### config.mk
export PLATFORM = sky130hd
export DESIGN_NAME = seg_scan_ctrl_flat
export DESIGN_NICKNAME = d
export VERILOG_FILES = /design/src/rtl/seg_scan_ctrl_if.sv /design/src/rtl/seg_scan_ctrl.sv /design/src/flat_wrapper.sv
export SDC_FILE = /design/constraint.sdc
export NUM_CORES = 1
export LEC_CHECK = 0
export ABC_AREA = 1
export CORE_UTILIZATION = 59
export DETAILED_ROUTE_END_ITERATION = 10
export GPL_TIMING_DRIVEN = 1
export PLACE_DENSITY = 0.8
export SYNTH_ARGS = -nofsm -noshare
export SYNTH_HDL_FRONTEND = slang
export SYNTH_SLANG_ARGS = --single-unit
### constraint.sdc
create_clock -name CLK -period 7.4 [get_ports CLK]
set_input_delay 1.85 -clock CLK [delete_from_list [all_inputs] [get_ports CLK]]
set_output_delay 1.85 -clock CLK [all_outputs]
set_load 0.01 [all_outputs]
### src/rtl/seg_scan_ctrl_if.sv
// Display-image load channel: a source offers a 16-bit hex value plus
// per-digit decimal points; the scan controller accepts when its pending slot is empty.
interface seg_scan_ctrl_if;
  logic        load_valid;
  logic        load_ready;
  logic [15:0] load_value;
  logic [3:0]  load_dots;

  modport master (output load_valid, load_value, load_dots, input load_ready);
  modport slave  (input load_valid, load_value, load_dots, output load_ready);
endinterface

### src/rtl/seg_scan_ctrl.sv
// Four-digit multiplexed 7-segment scan controller with double-buffered image,
// per-phase brightness PWM and frame-boundary commit.
module seg_scan_ctrl #(
  parameter int unsigned DWELL = 1024,
  parameter int unsigned BLANK = 16
) (
  input  logic            CLK,
  input  logic            RST_N,
  seg_scan_ctrl_if.slave  ld,
  input  logic [2:0]      brightness,
  output logic [7:0]      seg,
  output logic [3:0]      digit_en,
  output logic            frame_start
);

  localparam int unsigned CNT_MAX = (DWELL > BLANK) ? DWELL : BLANK;
  localparam int unsigned CNT_W   = $clog2(CNT_MAX) + 1;
  localparam int unsigned STEP    = DWELL / 8;

  typedef enum logic {BLNK = 1'b0, ON = 1'b1} state_t;

  typedef struct packed {
    logic [15:0] value;
    logic [3:0]  dots;
  } image_t;

  state_t           state_q, state_d;
  logic [1:0]       slot_q, slot_d;
  logic [CNT_W-1:0] cnt_q, cnt_d;
  logic [2:0]       bright_q, bright_d;
  image_t           active_q, active_d;
  image_t           pending_q, pending_d;
  logic             ready_q, ready_d;
  logic [7:0]       seg_d;
  logic [3:0]       digit_en_d;
  logic             frame_start_d;
  logic [CNT_W-1:0] lit_limit;

  function automatic logic [6:0] hex7(input logic [3:0] n);
    case (n)
      4'h0: hex7 = 7'b1000000;
      4'h1: hex7 = 7'b1111001;
      4'h2: hex7 = 7'b0100100;
      4'h3: hex7 = 7'b0110000;
      4'h4: hex7 = 7'b0011001;
      4'h5: hex7 = 7'b0010010;
      4'h6: hex7 = 7'b0000010;
      4'h7: hex7 = 7'b1111000;
      4'h8: hex7 = 7'b0000000;
      4'h9: hex7 = 7'b0010000;
      4'hA: hex7 = 7'b0001000;
      4'hB: hex7 = 7'b0000011;
      4'hC: hex7 = 7'b1000110;
      4'hD: hex7 = 7'b0100001;
      4'hE: hex7 = 7'b0000110;
      default: hex7 = 7'b0001110;
    endcase
  endfunction

  assign ld.load_ready = ready_q;

  // Next state, then outputs decoded from that next state so seg/digit_en are plain flops
  always_comb begin
    state_d       = state_q;
    slot_d        = slot_q;
    cnt_d         = cnt_q + CNT_W'(1);
    bright_d      = bright_q;
    active_d      = active_q;
    pending_d     = pending_q;
    ready_d       = ready_q;
    frame_start_d = 1'b0;
    seg_d         = 8'hFF;
    digit_en_d    = 4'b0000;

    case (state_q)
      BLNK: begin
        if (cnt_q == CNT_W'(BLANK - 1)) begin
          state_d  = ON;
          cnt_d    = '0;
          bright_d = brightness;
        end
      end
      ON: begin
        if (cnt_q == CNT_W'(DWELL - 1)) begin
          state_d = BLNK;
          cnt_d   = '0;
          slot_d  = slot_q + 2'd1;
          // Last ON cycle of slot 3 is the frame boundary: swap in a pending image
          if (slot_q == 2'd3) begin
            frame_start_d = 1'b1;
            if (!ready_q) begin
              active_d  = pending_q;
              pending_d = '0;
              ready_d   = 1'b1;
            end
          end
        end
      end
      default: state_d = BLNK;
    endcase

    // Only possible when pending is empty, so it never collides with a commit
    if (ld.load_valid && ready_q) begin
      pending_d = image_t'{value: ld.load_value, dots: ld.load_dots};
      ready_d   = 1'b0;
    end

    lit_limit = CNT_W'((32'(bright_d) + 32'd1) * STEP);
    if (state_d == ON) begin
      seg_d = {~active_d.dots[~slot_d], hex7(active_d.value[{~slot_d, 2'b00} +: 4])};
      if (cnt_d < lit_limit) digit_en_d[~slot_d] = 1'b1;
    end
  end

  always_ff @(posedge CLK or negedge RST_N) begin
    if (!RST_N) begin
      state_q     <= BLNK;
      slot_q      <= 2'd0;
      cnt_q       <= '0;
      bright_q    <= 3'd0;
      active_q    <= '0;
      pending_q   <= '0;
      ready_q     <= 1'b1;
      seg         <= 8'hFF;
      digit_en    <= 4'b0000;
      frame_start <= 1'b0;
    end else begin
      state_q     <= state_d;
      slot_q      <= slot_d;
      cnt_q       <= cnt_d;
      bright_q    <= bright_d;
      active_q    <= active_d;
      pending_q   <= pending_d;
      ready_q     <= ready_d;
      seg         <= seg_d;
      digit_en    <= digit_en_d;
      frame_start <= frame_start_d;
    end
  end

endmodule

### src/flat_wrapper.sv
// flat-port wrapper written by rule: the top's interface ports become plain ports
module seg_scan_ctrl_flat 
#(
  parameter int unsigned DWELL = 1024,
  parameter int unsigned BLANK = 16
)
  (CLK, RST_N, brightness, seg, digit_en, frame_start, ld_load_valid, ld_load_value, ld_load_dots, ld_load_ready);
  seg_scan_ctrl_if ld_i ();
  input  logic CLK;
  input  logic RST_N;
  input  logic [2:0] brightness;
  output logic [7:0] seg;
  output logic [3:0] digit_en;
  output logic frame_start;
  input wire logic [$bits(ld_i.load_valid)-1:0] ld_load_valid;
  input wire logic [$bits(ld_i.load_value)-1:0] ld_load_value;
  input wire logic [$bits(ld_i.load_dots)-1:0] ld_load_dots;
  output wire logic [$bits(ld_i.load_ready)-1:0] ld_load_ready;
  assign ld_i.load_valid = ld_load_valid;
  assign ld_i.load_value = ld_load_value;
  assign ld_i.load_dots = ld_load_dots;
  assign ld_load_ready = ld_i.load_ready;
  seg_scan_ctrl #(.DWELL(DWELL), .BLANK(BLANK)) u_core (.CLK(CLK), .RST_N(RST_N), .ld(ld_i), .brightness(brightness), .seg(seg), .digit_en(digit_en), .frame_start(frame_start));
endmodule
==> results of run 1 <==
==> routing by layer <==
| layer | track usage | wire [um] | vias up |
|---|---|---|---|
| li1 | - | - | 1420 |
| met1 | 0.316 | 3170 | 1314 |
| met2 | 0.412 | 3420 | 59 |
| met3 | 0.0580 | 276 | 10 |
| met4 | 0.0964 | 98 | 0 |
| met5 | 0 | 0 | - |
==> worst max-delay path by stage <==
| stage | start | endpoint | slack [ns] | cells after the start |
|---|---|---|---|---|
| floorplan | brightness[0] | u_core.digit_en[0] | 4.16 | 8 |
| global placement | brightness[0] | u_core.digit_en[1] | 3.61 | 9 |
| detailed placement | brightness[0] | u_core.digit_en[2] | 3.51 | 9 |
| CTS | u_core.ld.load_ready | ld_load_ready | 3.78 | 1 |
| global route | brightness[0] | u_core.digit_en[1] | 3.67 | 9 |
| finish | u_core.ld.load_ready | ld_load_ready | 3.78 | 1 |
==> layout by cell type (no fill, tap or decap), drive strengths merged <==
master / netlist / layout
ha: 10 / 10
clkinv: 1 / 2
nand3: 58 / 58
dfstp: 9 / 9
nor3: 2 / 2
nor2: 48 / 48
buf: 5 / 2
dfrtp: 62 / 62
nand2: 104 / 104
clkdlybuf4s50: 0 / 38
a21oi: 6 / 6
xor2: 3 / 3
o21ai: 36 / 36
inv: 65 / 65
or2: 1 / 1
clkinvlp: 0 / 2
a22oi: 2 / 2
bufinv: 0 / 3
nand4: 4 / 4
clkbuf: 5 / 10
mux2: 2 / 2
xnor2: 1 / 1
==> cell families (layout without fill, tap and decap cells) <==
group	count (synthesis)	in the layout
buffers and inverters	76	122
DFF	71	71
AOI/OAI and AO/OA	44	44
muxes	2	2
xor gates and xnor gates	4	4
adders and majority gates	10	10
and+or+nand+nor	217	217
==> power groups by stage <==
stage | Combinational, mW | Sequential (mW) | Clock [mW]
floorplan | 0.0170 | 0.413 | 0
global placement | 0.0415 | 0.414 | 0
detailed placement | 0.0430 | 0.415 | 0
CTS | 0.0435 | 0.407 | 0.373
global route | 0.0494 | 0.409 | 0.390
finish | 0.0424 | 0.407 | 0.369
==> layout make-up <==
class | instances | area (um^2)
Clock buffer | 10 | 128
Clock inverter | 6 | 110
Fill cell | 454 | 1630
Inverter | 66 | 248
Multi-Input combinational cell | 277 | 1530
Sequential cell | 71 | 1790
Tap cell | 75 | 93.8
Timing Repair Buffer | 40 | 393
==> state kept, by name, indices dropped and copies added (netlist names) <==
signal	cells
u_core.frame_start	1
u_core.digit_en	4
u_core.state_q	1
u_core.active_q	20
u_core.pending_q	20
u_core.bright_q	3
u_core.ld.load_ready	1
u_core.slot_q	2
u_core.seg	8
u_core.cnt_q	11
==> cell usage after synthesis, drive strengths merged <==
library cell,number,share of area
dfstp,9,0.065
a21oi,6,0.0083
nor2,48,0.072
inv,65,0.067
nand4,4,0.0069
buf,5,0.014
clkinv,1,0.0010
nor3,2,0.0028
o21ai,36,0.058
dfrtp,62,0.43
xnor2,1,0.0024
nand3,58,0.087
mux2,2,0.0062
or2,1,0.0017
clkbuf,5,0.0052
ha,10,0.034
xor2,3,0.0072
a22oi,2,0.0041
nand2,104,0.13
==> flow_summary.toml, run 1 <==
[power]
power.leakage_nw = 2.14
p_sw_mw = 0.174
ir_drop_uv = 152
p_int_mw = 0.645
powerDensity_mw_per_mm2 = 191
power_mw = 0.819
clkPwrFrac = 0.451
pwr-share-comb = 0.052
p_seq_frac = 0.497
sw_frac_of_total = 0.213

[global_route]
grt_pass1_vias = 2718
grt_overflow_total = 0
antenna_found_initial = 0
grt_pass1_wl_mm = 12.1
grt_max_degree = 72
grt_usage = 0.249

[min_path]
whs_path_depth = 1
holdPathEnd = "u_core.cnt_q[0]"
hold_start = "u_core.cnt_q[0]"
min_path_type = "register to register"

[logic_synthesis]
synthAdderAreaFrac = 0.0344
synth_top_family_by_area = "simple AND/OR/NAND/NOR gates"
synth-compound-area-share = 0.0702
ys_seq_area_frac = 0.492
synthMuxAreaShare = 0.00620
yosys_register_bits = 71
synth_nets = 460
synthXorXnorAreaFrac = 0.00964
ys_warn_count = 0
ys_types = 29
syn_avg_cell_area_um2 = 8.57
synthSimpleGateAreaFrac = 0.301
synthCells = 424
synthesis.area_mm2 = 0.00363

[place]
dp_cells = 529
gp_congestion = 0.832
port_buffers = 39
dpl_worst_slack_ns = 3.51
dpl_cell_area_mm2 = 0.00405
dp_hpwl_mm = 4.92

[timing]
min_period_ns = 3.62
setup_viol = 0
finalHoldViolCount = 0
finalMaxSlewViolations = 0
hold_slack_ns = 0.473
worstMarginPinSlew_ns = 0.869
fmax_mhz = 276
rsz0062_at_grt = "no"
finalSetupTns_ns = 0
setup_ws_ns = 3.78
finalCritPeriodShare = 0.489
finClkSkew_ns = 0.0112
relSlewSlack = 0.421

[routing]
first_pass_iters = 4
drtIter0Drc = 116
num_vias = 2803
drc = 0
drt_wl_total_mm = 6.96
wl_per_cell_um = 12.8
ant_nets = 0
viasPerCell = 5.14

[clocking]
cts_sinks = 71
post-cts-setup-buffer-count = 0
cts_root_buf = "clkbuf_8"
clk_pin_slew_ns = 0.08
cts_hold_buf = 0
h-tree-depth = 3
cts_tree = "built"
cts_max_path_buffers = 2
clock_latency_ns = 0.35
cts_resized = 0
cts_buffers = 9

[die]
ios = 40
start_util = 0.614
coreArea_mm2 = 0.00592
dieWidth_um = 80.5
core.rowCount = 28
die_y_um = 80.5
die_area_mm2 = 0.00648

[worst_setup_path]
r2r_start = "u_core.cnt_q[0]"
cpLargestDelayFamily = "flip-flops"
slowest_stage = "dfstp_2"
cp-end-kind = "primary output"
max_stage_delay_ns = 0.80
r2r_cells = 14
cp_cell_sequence = "clkdlybuf4s50_1"
worstSetupStartpointType = "register"
path_class = "register to primary output"
cp.arrival_ns = 1.77
cp.buffers_inverters = 1
rrSetupSlack_ns = 4.44
path_max_fanout = 24
required_ns = 5.55
rr_endpoint = "u_core.digit_en[2]"

[flow_run]
cap_viol_max_count = 0

[finish]
final_cells = 545
final_cell_area_mm2 = 0.00429
n_antenna_cell = 0
drive_gt1_frac = 0.172
fin_nets = 501
fin_util = 0.725
synthToLayoutAreaGrowth_pct = 18.0

[run_status]
status = "complete, no violations"
Note: power is estimated with default switching activity, not from simulation.
==> run 2: changes to the inputs <==
CORE_UTILIZATION = 51   (was 59)
PLACE_DENSITY = 0.73   (was 0.8)
clock period = 3.3 ns   (was 7.4 ns; I/O delays follow)
==> run 2 against run 1 <==
Against the previous run:
- via count is 0.39% higher
- combinational power is 130% higher
- clock power is 140% higher
==> flow_summary.toml, run 2 (same netlist as run 1, synthesis figures left out) <==
[routing]
drc = 0
first_pass_iters = 4
drt_wl_total_mm = 7.12
wl_per_cell_um = 12.5
num_vias = 2814
viasPerCell = 4.93
drtIter0Drc = 127
ant_nets = 0

[power]
sw_frac_of_total = 0.203
clkPwrFrac = 0.471
ir_drop_uv = 271
p_seq_frac = 0.478
p_int_mw = 1.53
p_sw_mw = 0.387
power.leakage_nw = 2.18
pwr-share-comb = 0.051
power_mw = 1.91
powerDensity_mw_per_mm2 = 436

[worst_setup_path]
cp.buffers_inverters = 2
path_max_fanout = 5
path_class = "register to register"
cp_cell_sequence = "ha_1, nand2_1, nor2_4, inv_1, nor2_1, nand3_1, o21ai_0, inv_1, ha_1, xnor2_1, ha_1, nand2_1, o21ai_0, nor2_1"
slowest_stage = "dfrtp_1"
r2r_cells = 14
rrSetupSlack_ns = 0.47
required_ns = 3.52
cp.arrival_ns = 3.05
cpLargestDelayFamily = "adder cells"
cp-end-kind = "register"
worstSetupStartpointType = "register"
max_stage_delay_ns = 0.37
r2r_start = "u_core.cnt_q[0]"
rr_endpoint = "u_core.digit_en[0]"
cpMostUsedCell = "ha_1"

[global_route]
grt_usage = 0.215
grt_max_degree = 72
grt_pass1_vias = 2705
grt_pass1_wl_mm = 12.3
grt_overflow_total = 0
antenna_found_initial = 0

[place]
gp_congestion = 0.895
port_buffers = 39
dpl_cell_area_mm2 = 0.00413
dpl_worst_slack_ns = 0.462
dp_hpwl_mm = 5.19

[finish]
regArea_mm2 = 0.00179
largestRegisters = "u_core.active_q: 20 flops, u_core.pending_q: 20 flops, u_core.cnt_q: 11 flops"
n_antenna_cell = 0
mostFrequentLayoutCells = "nand2_1 (82), inv_1 (64), dfrtp_1 (62)"
fin_nets = 506
synthToLayoutAreaGrowth_pct = 20.8
multiInputGateArea_mm2 = 0.00153
final_cell_area_mm2 = 0.00439
num-fill-cells = 573
drive_gt1_frac = 0.181
final_common_cell = "nand2_1"

[min_path]
holdPathEnd = "u_core.cnt_q[0]"
min_path_type = "register to register"
whs_path_depth = 1
hold_start = "u_core.cnt_q[0]"

[timing]
setup_ws_ns = 0.466
fmax_mhz = 353
worstMarginPinSlew_ns = 0.409
setup_viol = 0
finalHoldViolCount = 0
finalMaxSlewViolations = 0
rsz0062_at_grt = "no"
relSlewSlack = 0.724
finalCritPeriodShare = 0.859
finClkSkew_ns = 0.00373
hold_slack_ns = 0.462
finalSetupTns_ns = 0
min_period_ns = 2.83

[clocking]
cts_resized = 0
cts_root_buf = "clkbuf_8"
clock_latency_ns = 0.35
cts_sinks = 71
h-tree-depth = 3
cts_hold_buf = 0
cts_tree = "built"
cts_buffers = 9
clk_pin_slew_ns = 0.07
post-cts-setup-buffer-count = 0
cts_max_path_buffers = 2

[die]
start_util = 0.532
ios = 40
dieWidth_um = 86.4
core.rowCount = 30
die_area_mm2 = 0.00747
coreArea_mm2 = 0.00683
die_y_um = 86.4

[run_status]
status = "complete, no violations"

[flow_run]
cap_viol_max_count = 0
[run 2: changes by cell type in the layout (fill, tap and decap cells not counted), sizes merged]
cell | previous run | this run
clkinvlp | 2 | 1
bufinv | 3 | 4
buf | 2 | 7
[run 2: final cells by class]
| type | count | area share |
|---|---|---|
| Multi-Input combinational cell | 277 | 0.349 |
| Inverter | 66 | 0.0564 |
| Clock inverter | 6 | 0.0302 |
| Clock buffer | 10 | 0.0291 |
| Tap cell | 96 | 0.0274 |
| Sequential cell | 71 | 0.407 |
| Timing Repair Buffer | 45 | 0.101 |
[run 2: stage by stage]
stage,utilization,std cells
global placement,0.604,555
global route,0.642,571
finish,0.642,571
detailed placement,0.604,555
floorplan,-,424
CTS,0.642,571
[run 2: worst reg2reg max path, stage by stage (launching register included)]
cell and delay [ns]:
dfrtp_1 0.37, ha_1 0.19, nand2_1 0.09, nor2_4 0.14, inv_1 0.12, nor2_1 0.12
nand3_1 0.15, o21ai_0 0.26, inv_1 0.13, ha_1 0.23, xnor2_1 0.14, ha_1 0.27
nand2_1 0.05, o21ai_0 0.36, nor2_1 0.09
[run 2: how the worst max path moves through the flow]
stage | cells past startpoint | slack [ns] | startpoint | to
global route | 14 | 0.21 | u_core.cnt_q[0] | u_core.digit_en[2]
floorplan | 13 | 0.83 | u_core.cnt_q[0] | u_core.digit_en[0]
detailed placement | 9 | 0.46 | brightness[0] | u_core.digit_en[0]
finish | 14 | 0.47 | u_core.cnt_q[0] | u_core.digit_en[0]
global placement | 9 | 0.55 | brightness[0] | u_core.digit_en[0]
CTS | 14 | 0.48 | u_core.cnt_q[0] | u_core.digit_en[0]
[run 2: power by group through the flow]
stage	logic [mW]	clock network, mW	registers, mW
floorplan	0.0381	0	0.927
global route	0.112	0.957	0.916
finish	0.0981	0.900	0.914
detailed placement	0.0994	0	0.931
global placement	0.0966	0	0.929
CTS	0.100	0.917	0.914
[run 2: layer usage]
metal,share of wire,routed length [um],track usage
met5,0,0,0
met4,0.015,107,0.0788
met3,0.040,288,0.0562
met2,0.46,3290,0.338
met1,0.48,3430,0.288
==> run 3: changes to the inputs <==
REMOVE_ABC_BUFFERS = 1   (was unset)
==> run 3 against run 2 <==
Against the previous run:
- worst setup slack gained 0.060 ns
- wire length shrank 4.5%
- final area shrank 2.1%
- global-route usage shrank 1.3 points
- final cell count shrank 0.18%
- critical path type unchanged
- largest cell class unchanged
- highest routed layer unchanged
==> flow_summary.toml, run 3 (same netlist as run 1, synthesis figures left out) <==
[run_status]
status = "complete, no violations"

[die]
ios = 40
dieWidth_um = 86.4
coreArea_mm2 = 0.00683
start_util = 0.532
core.rowCount = 30
die_y_um = 86.4
die_area_mm2 = 0.00747

[timing]
relSlewSlack = 0.691
finalCritPeriodShare = 0.841
finalHoldViolCount = 0
finClkSkew_ns = 0.00721
setup_viol = 0
finalMaxSlewViolations = 0
finalSetupTns_ns = 0
rsz0062_at_grt = "no"
worstMarginPinSlew_ns = 0.464
min_period_ns = 2.77
fmax_mhz = 361

[routing]
wl_per_cell_um = 11.9
ant_nets = 0
first_pass_iters = 4
viasPerCell = 4.82
num_vias = 2749
drtIter0Drc = 98
drt_wl_total_mm = 6.79
drc = 0

[flow_run]
cap_viol_max_count = 0

[finish]
synthToLayoutAreaGrowth_pct = 18.2
mostFrequentLayoutCells = "nand2_1 (82), inv_1 (64), dfrtp_1 (62)"
n_antenna_cell = 0
largestRegisters = "u_core.active_q: 20 flops, u_core.pending_q: 20 flops, u_core.cnt_q: 11 flops"
final_cells = 570
fin_nets = 505
drive_gt1_frac = 0.181
final_common_cell = "nand2_1"
final_cell_area_mm2 = 0.00430
fin_util = 0.629

[clocking]
cts_tree = "built"
cts_max_path_buffers = 2
cts_sinks = 71
clock_latency_ns = 0.34
cts_resized = 0
cts_buffers = 9
clk_pin_slew_ns = 0.08
cts_hold_buf = 0
post-cts-setup-buffer-count = 0
h-tree-depth = 3
cts_root_buf = "clkbuf_8"

[min_path]
min_path_type = "register to register"

[worst_setup_path]
path_class = "register to register"
cp.arrival_ns = 2.99
path_max_fanout = 5
cp-end-kind = "register"
worstSetupStartpointType = "register"
required_ns = 3.52

[global_route]
grt_usage = 0.203
grt_max_degree = 72
grt_pass1_vias = 2635
grt_pass1_wl_mm = 11.7
antenna_found_initial = 0
grt_overflow_total = 0

[power]
power.leakage_nw = 2.13
powerDensity_mw_per_mm2 = 376
ir_drop_uv = 262

[place]
dp_cells = 554
dpl_cell_area_mm2 = 0.00412
gp_congestion = 0.853
port_buffers = 39
dp_hpwl_mm = 4.86
run 3: cell types whose count changed in the layout (fill, tap and decap cells not counted), sizes merged:
| cell | previous run | this run |
|---|---|---|
| buf | 7 | 6 |
| bufinv | 4 | 0 |
| clkbuf | 10 | 9 |
| clkinv | 2 | 5 |
| clkinvlp | 1 | 3 |
run 3: where the power goes:
group | total (mW) | leakage (nW) | switching (mW) | internal, mW
Sequential | 0.913 | 0.907 | 0.0116 | 0.901
Clock | 0.607 | 0.0812 | 0.335 | 0.272
Combinational | 0.0971 | 1.14 | 0.0508 | 0.0463
run 3: metrics by stage:
step | setup slack (ns) | hold WS, ns | total power, mW
6_report | 0.526 | 0.477 | 1.62
3_3_place_gp | 0.557 | 0.446 | 1.02
3_5_place_dp | 0.542 | 0.462 | 1.03
4_1_cts | 0.528 | 0.481 | 1.63
5_1_grt | 0.188 | 0.504 | 1.69
2_1_floorplan | 0.834 | 0.431 | 0.962
run 3: worst max-delay path, cell delays in order (launching register included):
cell and delay (ns):
dfrtp_1 0.38, ha_1 0.19, nand2_1 0.09, nor2_4 0.16
inv_1 0.11, nor2_1 0.12, nand3_1 0.15, o21ai_0 0.24
inv_1 0.12, ha_1 0.22, xnor2_1 0.13, ha_1 0.27
nand2_1 0.04, o21ai_0 0.35, nor2_1 0.08
run 3: path summary, 6_finish.rpt:
kind                                        endpoint           startpoint  cells past startpoint  slack [ns]
worst max-delay path              u_core.digit_en[3]      u_core.cnt_q[0]                     14        0.53
worst min-delay path             u_core.active_q[17]  u_core.active_q[17]                      2        0.48
worst max register to register    u_core.digit_en[3]      u_core.cnt_q[0]                     14        0.53
worst min register to register   u_core.active_q[17]  u_core.active_q[17]                      2        0.48
max in group asynchronous       u_core.ld.load_ready                RST_N                      2        2.47
min in group asynchronous            u_core.cnt_q[7]                RST_N                      2        0.49
run 3: per-layer routing:
| layer | vias up | GRT usage | part of all wire |
|---|---|---|---|
| li1 | 1427 | - | - |
| met1 | 1267 | 0.261 | 0.47 |
| met2 | 51 | 0.331 | 0.48 |
| met3 | 4 | 0.0495 | 0.036 |
| met4 | 0 | 0.0803 | 0.0062 |
| met5 | - | 0 | 0 |
run 3: layout make-up:
class                      instances  area (um^2)
timing repair buffer              44          435
sequential                        71         1790
clock buffer                       9          124
fill                             598         2540
inverter                          66          248
tap                               96          120
multi-input combinational        277         1530
clock inverter                     7         50.0
